===== src/rtl/gold_nic.sv =====
// gold_nic: network interface between a processing element and the PE port
// of a gold_router. It holds one outbound packet until the ring polarity
// matches its virtual channel, and one inbound packet until the processor
// reads it. The processor sees a four-entry register file.
module gold_nic (
    input  logic        clk,
    input  logic        reset,
    input  logic [1:0]  addr,
    input  logic [63:0] d_in,
    output logic [63:0] d_out,
    input  logic        nicEn,
    input  logic        nicWrEn,
    output logic        net_so,
    input  logic        net_ro,
    output logic [63:0] net_do,
    input  logic        net_polarity,
    input  logic        net_si,
    output logic        net_ri,
    input  logic [63:0] net_di
);

    localparam int DATA_W = 64;
    localparam int VC_BIT = DATA_W - 1;

    localparam logic [1:0] ADDR_IN_BUF   = 2'b00;
    localparam logic [1:0] ADDR_IN_STAT  = 2'b01;
    localparam logic [1:0] ADDR_OUT_BUF  = 2'b10;
    localparam logic [1:0] ADDR_OUT_STAT = 2'b11;

    // Each channel is EMPTY/FULL; the encoding doubles as the full bit.
    typedef enum logic {
        CH_EMPTY = 1'b0,
        CH_FULL  = 1'b1
    } chan_state_t;

    chan_state_t out_state, out_state_nxt;
    chan_state_t in_state,  in_state_nxt;

    logic [DATA_W-1:0] out_buf;
    logic [DATA_W-1:0] in_buf;
    logic [DATA_W-1:0] rd_data;

    logic out_full;
    logic in_full;
    logic rd_req;
    logic wr_req;
    logic wr_out_buf;
    logic rd_in_buf;
    logic vc_match;
    logic capture;
    logic load_out;
    logic load_in;

    assign out_full = (out_state == CH_FULL);
    assign in_full  = (in_state == CH_FULL);

    // Processor access decode. A write to the output buffer only lands when
    // the buffer is empty, so a pending packet is never overwritten.
    assign rd_req     = nicEn & ~nicWrEn;
    assign wr_req     = nicEn & nicWrEn;
    assign wr_out_buf = wr_req & (addr == ADDR_OUT_BUF) & ~out_full;
    assign rd_in_buf  = rd_req & (addr == ADDR_IN_BUF);

    // Send handshake: inject only when the ring's current polarity serves
    // the packet's virtual channel. Reset masks both handshakes so nothing
    // moves on a reset edge.
    assign vc_match = (out_buf[VC_BIT] == net_polarity);
    assign net_so   = out_full & net_ro & vc_match & ~reset;
    assign net_do   = out_buf;

    // Receive handshake: ready whenever the input buffer is free.
    assign net_ri  = ~in_full & ~reset;
    assign capture = net_si & net_ri;

    // Send-channel next state: a write fills, an injection drains.
    always_comb begin
        out_state_nxt = out_state;
        load_out      = 1'b0;
        case (out_state)
            CH_EMPTY: begin
                if (wr_out_buf) begin
                    out_state_nxt = CH_FULL;
                    load_out      = 1'b1;
                end
            end
            CH_FULL: begin
                if (net_so) begin
                    out_state_nxt = CH_EMPTY;
                end
            end
            default: out_state_nxt = CH_EMPTY;
        endcase
    end

    // Receive-channel next state: a capture fills, a buffer read drains.
    // A read while already empty leaves it empty; if a capture lands in the
    // same cycle the new packet is kept rather than dropped.
    always_comb begin
        in_state_nxt = in_state;
        load_in      = 1'b0;
        case (in_state)
            CH_EMPTY: begin
                if (capture) begin
                    in_state_nxt = CH_FULL;
                    load_in      = 1'b1;
                end
            end
            CH_FULL: begin
                if (rd_in_buf) begin
                    in_state_nxt = CH_EMPTY;
                end
            end
            default: in_state_nxt = CH_EMPTY;
        endcase
    end

    // Register-file read mux, using the state as it stood before this edge.
    always_comb begin
        rd_data = '0;
        case (addr)
            ADDR_IN_BUF:   rd_data = in_buf;
            ADDR_IN_STAT:  rd_data = {{(DATA_W-1){1'b0}}, in_full};
            ADDR_OUT_BUF:  rd_data = out_buf;
            ADDR_OUT_STAT: rd_data = {{(DATA_W-1){1'b0}}, out_full};
            default:       rd_data = '0;
        endcase
    end

    // Channel state registers.
    always_ff @(posedge clk) begin
        if (reset) begin
            out_state <= CH_EMPTY;
            in_state  <= CH_EMPTY;
        end else begin
            out_state <= out_state_nxt;
            in_state  <= in_state_nxt;
        end
    end

    // Packet buffers; reset discards any pending packet contents too.
    always_ff @(posedge clk) begin
        if (reset) begin
            out_buf <= '0;
            in_buf  <= '0;
        end else begin
            if (load_out) begin
                out_buf <= d_in;
            end
            if (load_in) begin
                in_buf <= net_di;
            end
        end
    end

    // Registered read data; holds when no read is requested.
    always_ff @(posedge clk) begin
        if (reset) begin
            d_out <= '0;
        end else if (rd_req) begin
            d_out <= rd_data;
        end
    end

endmodule


===== config.mk =====
export PLATFORM = sky130hd
export DESIGN_NAME = gold_nic
export DESIGN_NICKNAME = d
export VERILOG_FILES = /design/src/rtl/gold_nic.sv
export SDC_FILE = /design/constraint.sdc
export NUM_CORES = 1
export LEC_CHECK = 0
export ABC_AREA = 1
export CAP_MARGIN = 5
export CORE_MARGIN = 1
export CORE_UTILIZATION = 40
export CTS_CLUSTER_SIZE = 28
export DETAILED_ROUTE_END_ITERATION = 7
export GPL_TIMING_DRIVEN = 1
export PLACE_DENSITY = 0.71
export SLEW_MARGIN = 30
export SYNTH_ARGS = -nofsm -noshare
export SYNTH_HDL_FRONTEND = slang
export SYNTH_SLANG_ARGS = --single-unit

===== constraint.sdc =====
create_clock -name clk -period 1.6 [get_ports clk]
set_input_delay 0.24 -clock clk [delete_from_list [all_inputs] [get_ports clk]]
set_output_delay 0.24 -clock clk [all_outputs]
set_load 0.01 [all_outputs]

[Word level (Yosys, flattened, before mapping)]
Index checks and enable logic that the tools add are counted.
Storage, ports and cells
  output and inout bits: 130
  bits in registers: 194
  bits of input ports: 137
  word-level logic and storage cells: 33
Operators by class
  multiplexer cells: 9
  bitwise logic cells: 14
  eq/ne operators: 4
  reductions and logical operators: 1
Operator list (count)
  $pmux W64 S4: 1
  $and A1 B1 Y1: 10
  $mux W1: 6
  $eq A2 B2 Y1 const B: 2
  $not A1 Y1: 4
  $pmux W1 S2: 2
  $eq A2 B1 Y1 const B: 1
  $logic_not A2 Y1: 1
  $eq A1 B1 Y1: 1

[Longest topological paths before layout]
  depth in word-level cells: 5
  mapped depth: 8
  mapped depth without buffers: 6

[Worst setup path before layout]
No wires, ideal clock.
  path kind: register -> register
  from: reg in_state (netlist: in_full)
  to: reg in_buf[4]
  arrival: 1.083 ns
  required time: 1.486 ns
  buffers on the path: 2
  slack: 0.403 ns
  setup time: 0.114 ns
  cell stages (with the launch flop): 7
  period minus slack after synthesis: 1.197 ns
  cell sequence: dfxtp_1 -> nor2_1 -> nand2_1 -> buf_2 -> buf_2 -> nand3_1 -> nand2_1
Between the ends
  word-level cells in the longest chain between the ends: 5
Ends and longest elaborated chain
  start: declaration: RTL line 37  | chan_state_t in_state, in_state_nxt;
  start signal: assignment: RTL line 136  | in_state <= in_state_nxt;
  $not A1 Y1
  $and A1 B1 Y1: RTL line 72  | assign net_ri = ~in_full & ~reset;
  net net_ri: RTL line 18  | output logic net_ri,
  $and A1 B1 Y1: RTL line 73  | assign capture = net_si & net_ri;
  $mux W1: RTL line 103  | if (capture) begin
  $mux W1: RTL line 101  | case (in_state)
  end signal: assignment: RTL line 150  | in_buf <= net_di;
  end: declaration: RTL line 40  | logic [DATA_W-1:0] in_buf;
The timed path passes the listed nets, and every way through them passes these cells.
A chain may end at the register's enable or synchronous reset.

[Worst setup path after layout]
  from: reg out_buf[8] (netlist: net_do[8])
  to: out net_do[8]
RTL lines
  start: declaration: RTL line 39  | logic [DATA_W-1:0] out_buf;
  start signal: assignment: RTL line 147  | out_buf <= d_in;
  end: declaration: RTL line 15  | output logic [63:0] net_do,
No word-level cell between the ends.

==> summary.log <==
[floorplan] Placement Rows 51
[clock_tree] number of buffers between clock root and the deepest sink 2
[grt] wire length of the first global-routing pass 39190 microns
[floorplan] initial core utilization 0.4089
[sta] Fin. Hold Viols 0
[synth] area share of the largest cell type after synthesis 0.4864
[clock_tree] setup bufs post-CTS 0
[power_and_ir_drop] ratio of total power to cell area 932.8 nW/um^2
[synth] Synth area leaders dfxtp_1 49%, nand2_1 24%, nand3_1 8.3%
[drt] count of unresolved DRC violations after routing 0
[grt] overall fraction of global-route tracks in use 0.2464
[placed_design] gp weighted congestion 0.8063
[sta] f_max 637.1 MHz
[drt] Iter 0 DRT Violations 461
[sta] final clock period utilization by the worst path 0.9810
[sta] skew final 10.18 ps
[power_and_ir_drop] Peak VDD IR 0.0007445 V
[drt] Avg Vias per Cell 4.839
[drt] DRT Pass-1 Iters 7
[worst_setup_path] Reg2Reg Setup Slack 330 ps
[sta] fin. max-slew vios 0
[cells_and_area] highest-count cells in the layout ignoring fill and taps 516 x nand2_1, 190 x dfxtp_1, 170 x clkdlybuf4s50_1
[drt] final antenna-violating net count 0
[placed_design] total half-perimeter wirelength after legalization and detailed placement 16920 microns
[clock_tree] CTS buffer count 17
[synth] net count after synthesis 1336
[synth] summed instance area of the synthesized netlist 7985 sq um
[synth] number of instances in the synthesized netlist 1199
[grt] pin count of the biggest net entering global routing 60
[sta] Final Worst Setup Slack 30.42 ps
[clock_tree] Clk pin slew, worst setup/hold paths 70 ps
[synth] share of the yosys chip area belonging to registers 0.4864
[cells_and_area] commonest non-fill, non-tap cell in the layout nand2_1
[worst_setup_path] delay contributed by the slowest stage of the critical path 540 ps
[drt] mean routed wirelength per cell 14.61 microns
[floorplan] DIE HEIGHT 143.3 microns
[worst_setup_path] slowest stage cell on the critical path clkdlybuf4s50_1
[clock_tree] clock root buffer clkbuf_16
[placed_design] dpl ws -155.8 ps
[clock_tree] clock tree from TritonCTS done
[synth] register bit count reported by yosys 194
[synth] largest area contributor in the synthesized netlist dfxtp_1
[floorplan] horizontal die dimension 143.3 microns
[worst_setup_path] Worst Setup Start Kind register
[sta] final setup violating endpoints 0
[placed_design] port bufs 266
[outcome] status complete, no violations
[power_and_ir_drop] Leak Pwr 6.041 nW
[drt] Routed Wire Length 25020 microns
[synth] total number of yosys warnings 0
[grt] initial antenna violation count 0
[clock_tree] source-to-sink clock delay at the later pin of the worst-skew pair 430 ps
[floorplan] CORE AREA 19530 sq um
[sta] worst hold slack 268.0 ps
[min_path] type of the worst min-delay path in2reg
[worst_setup_path] kind of end point of the critical path output pin
[floorplan] io pins 267
[cells_and_area] Post-layout nets 1571
[synth] synthesized area per cell 6.660 sq um
[worst_setup_path] Largest delay share family, worst path buffers and inverters
[clock_tree] H-tree levels 4
[run] max-cap viol count 0
[worst_setup_path] WP buf/inv 1
[worst_setup_path] crit-path cells clkdlybuf4s50_1
[cells_and_area] share of final-layout standard cells stronger than drive strength 1 0.05529
[floorplan] floorplan die area 20530 sq um
[worst_setup_path] worst endpoint required time 1360 ps
[sta] worst rel slew slack 0.6534
[sta] Period minus WS final 1570 ps
[drt] total number of vias 8289
[worst_setup_path] largest fanout on the critical path 3
[clock_tree] Clock Sink Count 194
[grt] total gr overflow 0
[sta] Least-Margin Pin Slew 519.9 ps
[grt] via count of the first global-routing pass 7671
[worst_setup_path] arrival time at the worst endpoint 1330 ps
[cells_and_area] post-synthesis to final-layout area growth 46.83%
[worst_setup_path] Critical Setup Path Class reg2out
[synth] Yosys cell types 14
## Yosys cell counts
cell      count
dfxtp_1     194
clkinv_1      1
inv_1        68
clkbuf_1     22
nor2_1      136
inv_2         2
a21oi_1      63
buf_1        11
nand3_1     133
buf_4         6
nand2_1     517
o21ai_0       2
xor2_1        1
buf_2        43
## power breakdown
part           switching [mW]  internal (mW)  total, mW  leakage [nW]
clock                    1.93           2.49       4.42         0.289
combinational           0.686          0.666       1.35          4.17
sequential              0.127           5.04       5.16          1.58
total                    2.75           8.19       10.9          6.04
## routing by layer
layer,part of all wire,track usage
met1,0.43,0.3026
met3,0.057,0.03832
met2,0.48,0.4193
met5,0,0
met4,0.035,0.1232
## stage by stage
step	setup TNS [ps]	utilization	area [sq um]	total power [mW]	instances
detailed placement	-11600	0.5680	11090	6.664	1680
finish	0	0.6005	11730	10.94	1713
CTS	-130.3	0.5957	11630	11.02	1712
global route	-6.154	0.6003	11720	11.36	1712
global placement	-10760	0.5680	11090	6.648	1680
floorplan	0	-	7985	5.862	1199
## worst register-to-register path: cells and delay by family (launching register included)
family | cells | cell delay, ps
flip-flops | 1 | 330
AND/OR/NAND/NOR | 5 | 520
buffers and inverters | 2 | 320
## state kept, by name, indices dropped and copies added (netlist names)
register / flops
d_out: 64
in_buf: 64
net_do: 64
in_full: 1
out_full: 1
## final cells by class
| class | instances | area, sq um |
|---|---|---|
| well taps | 265 | 331.6 |
| clock buffers | 18 | 429.2 |
| flip-flops and latches | 194 | 3891 |
| diodes | 1 | 2.502 |
| inverters | 71 | 269.0 |
| repair buffers | 298 | 3148 |
| fillers | 1917 | 7801 |
| clock inverters | 14 | 175.2 |
| multi-input cells | 852 | 3478 |
## kinds of logic (layout without fill, tap and decap cells)
group,count (synthesis),in the layout,synth area share
simple gates,786,786,0.3903
flops,194,194,0.4864
buf+inv,153,401,0.08148
compound gates,65,65,0.04074
xor+xnor,1,1,0.001097
other cells,0,1,0
## worst paths after layout
check | start | to | cells after the start
setup / recovery | net_do[8] | net_do[8] | 1
hold / removal | reset | out_full | 4
setup reg to reg | out_full | net_do[3] | 7
hold reg to reg | in_buf[32] | in_buf[32] | 2
## what timing repair did
action,4_1_cts,5_1_grt
endpoints found under the hold margin,0,0
pin swaps,0,3
gates resized for setup,62,42
endpoints found under the setup margin,59,38
hold buffers,0,0
No activity file was read; power rests on OpenSTA's default activity.
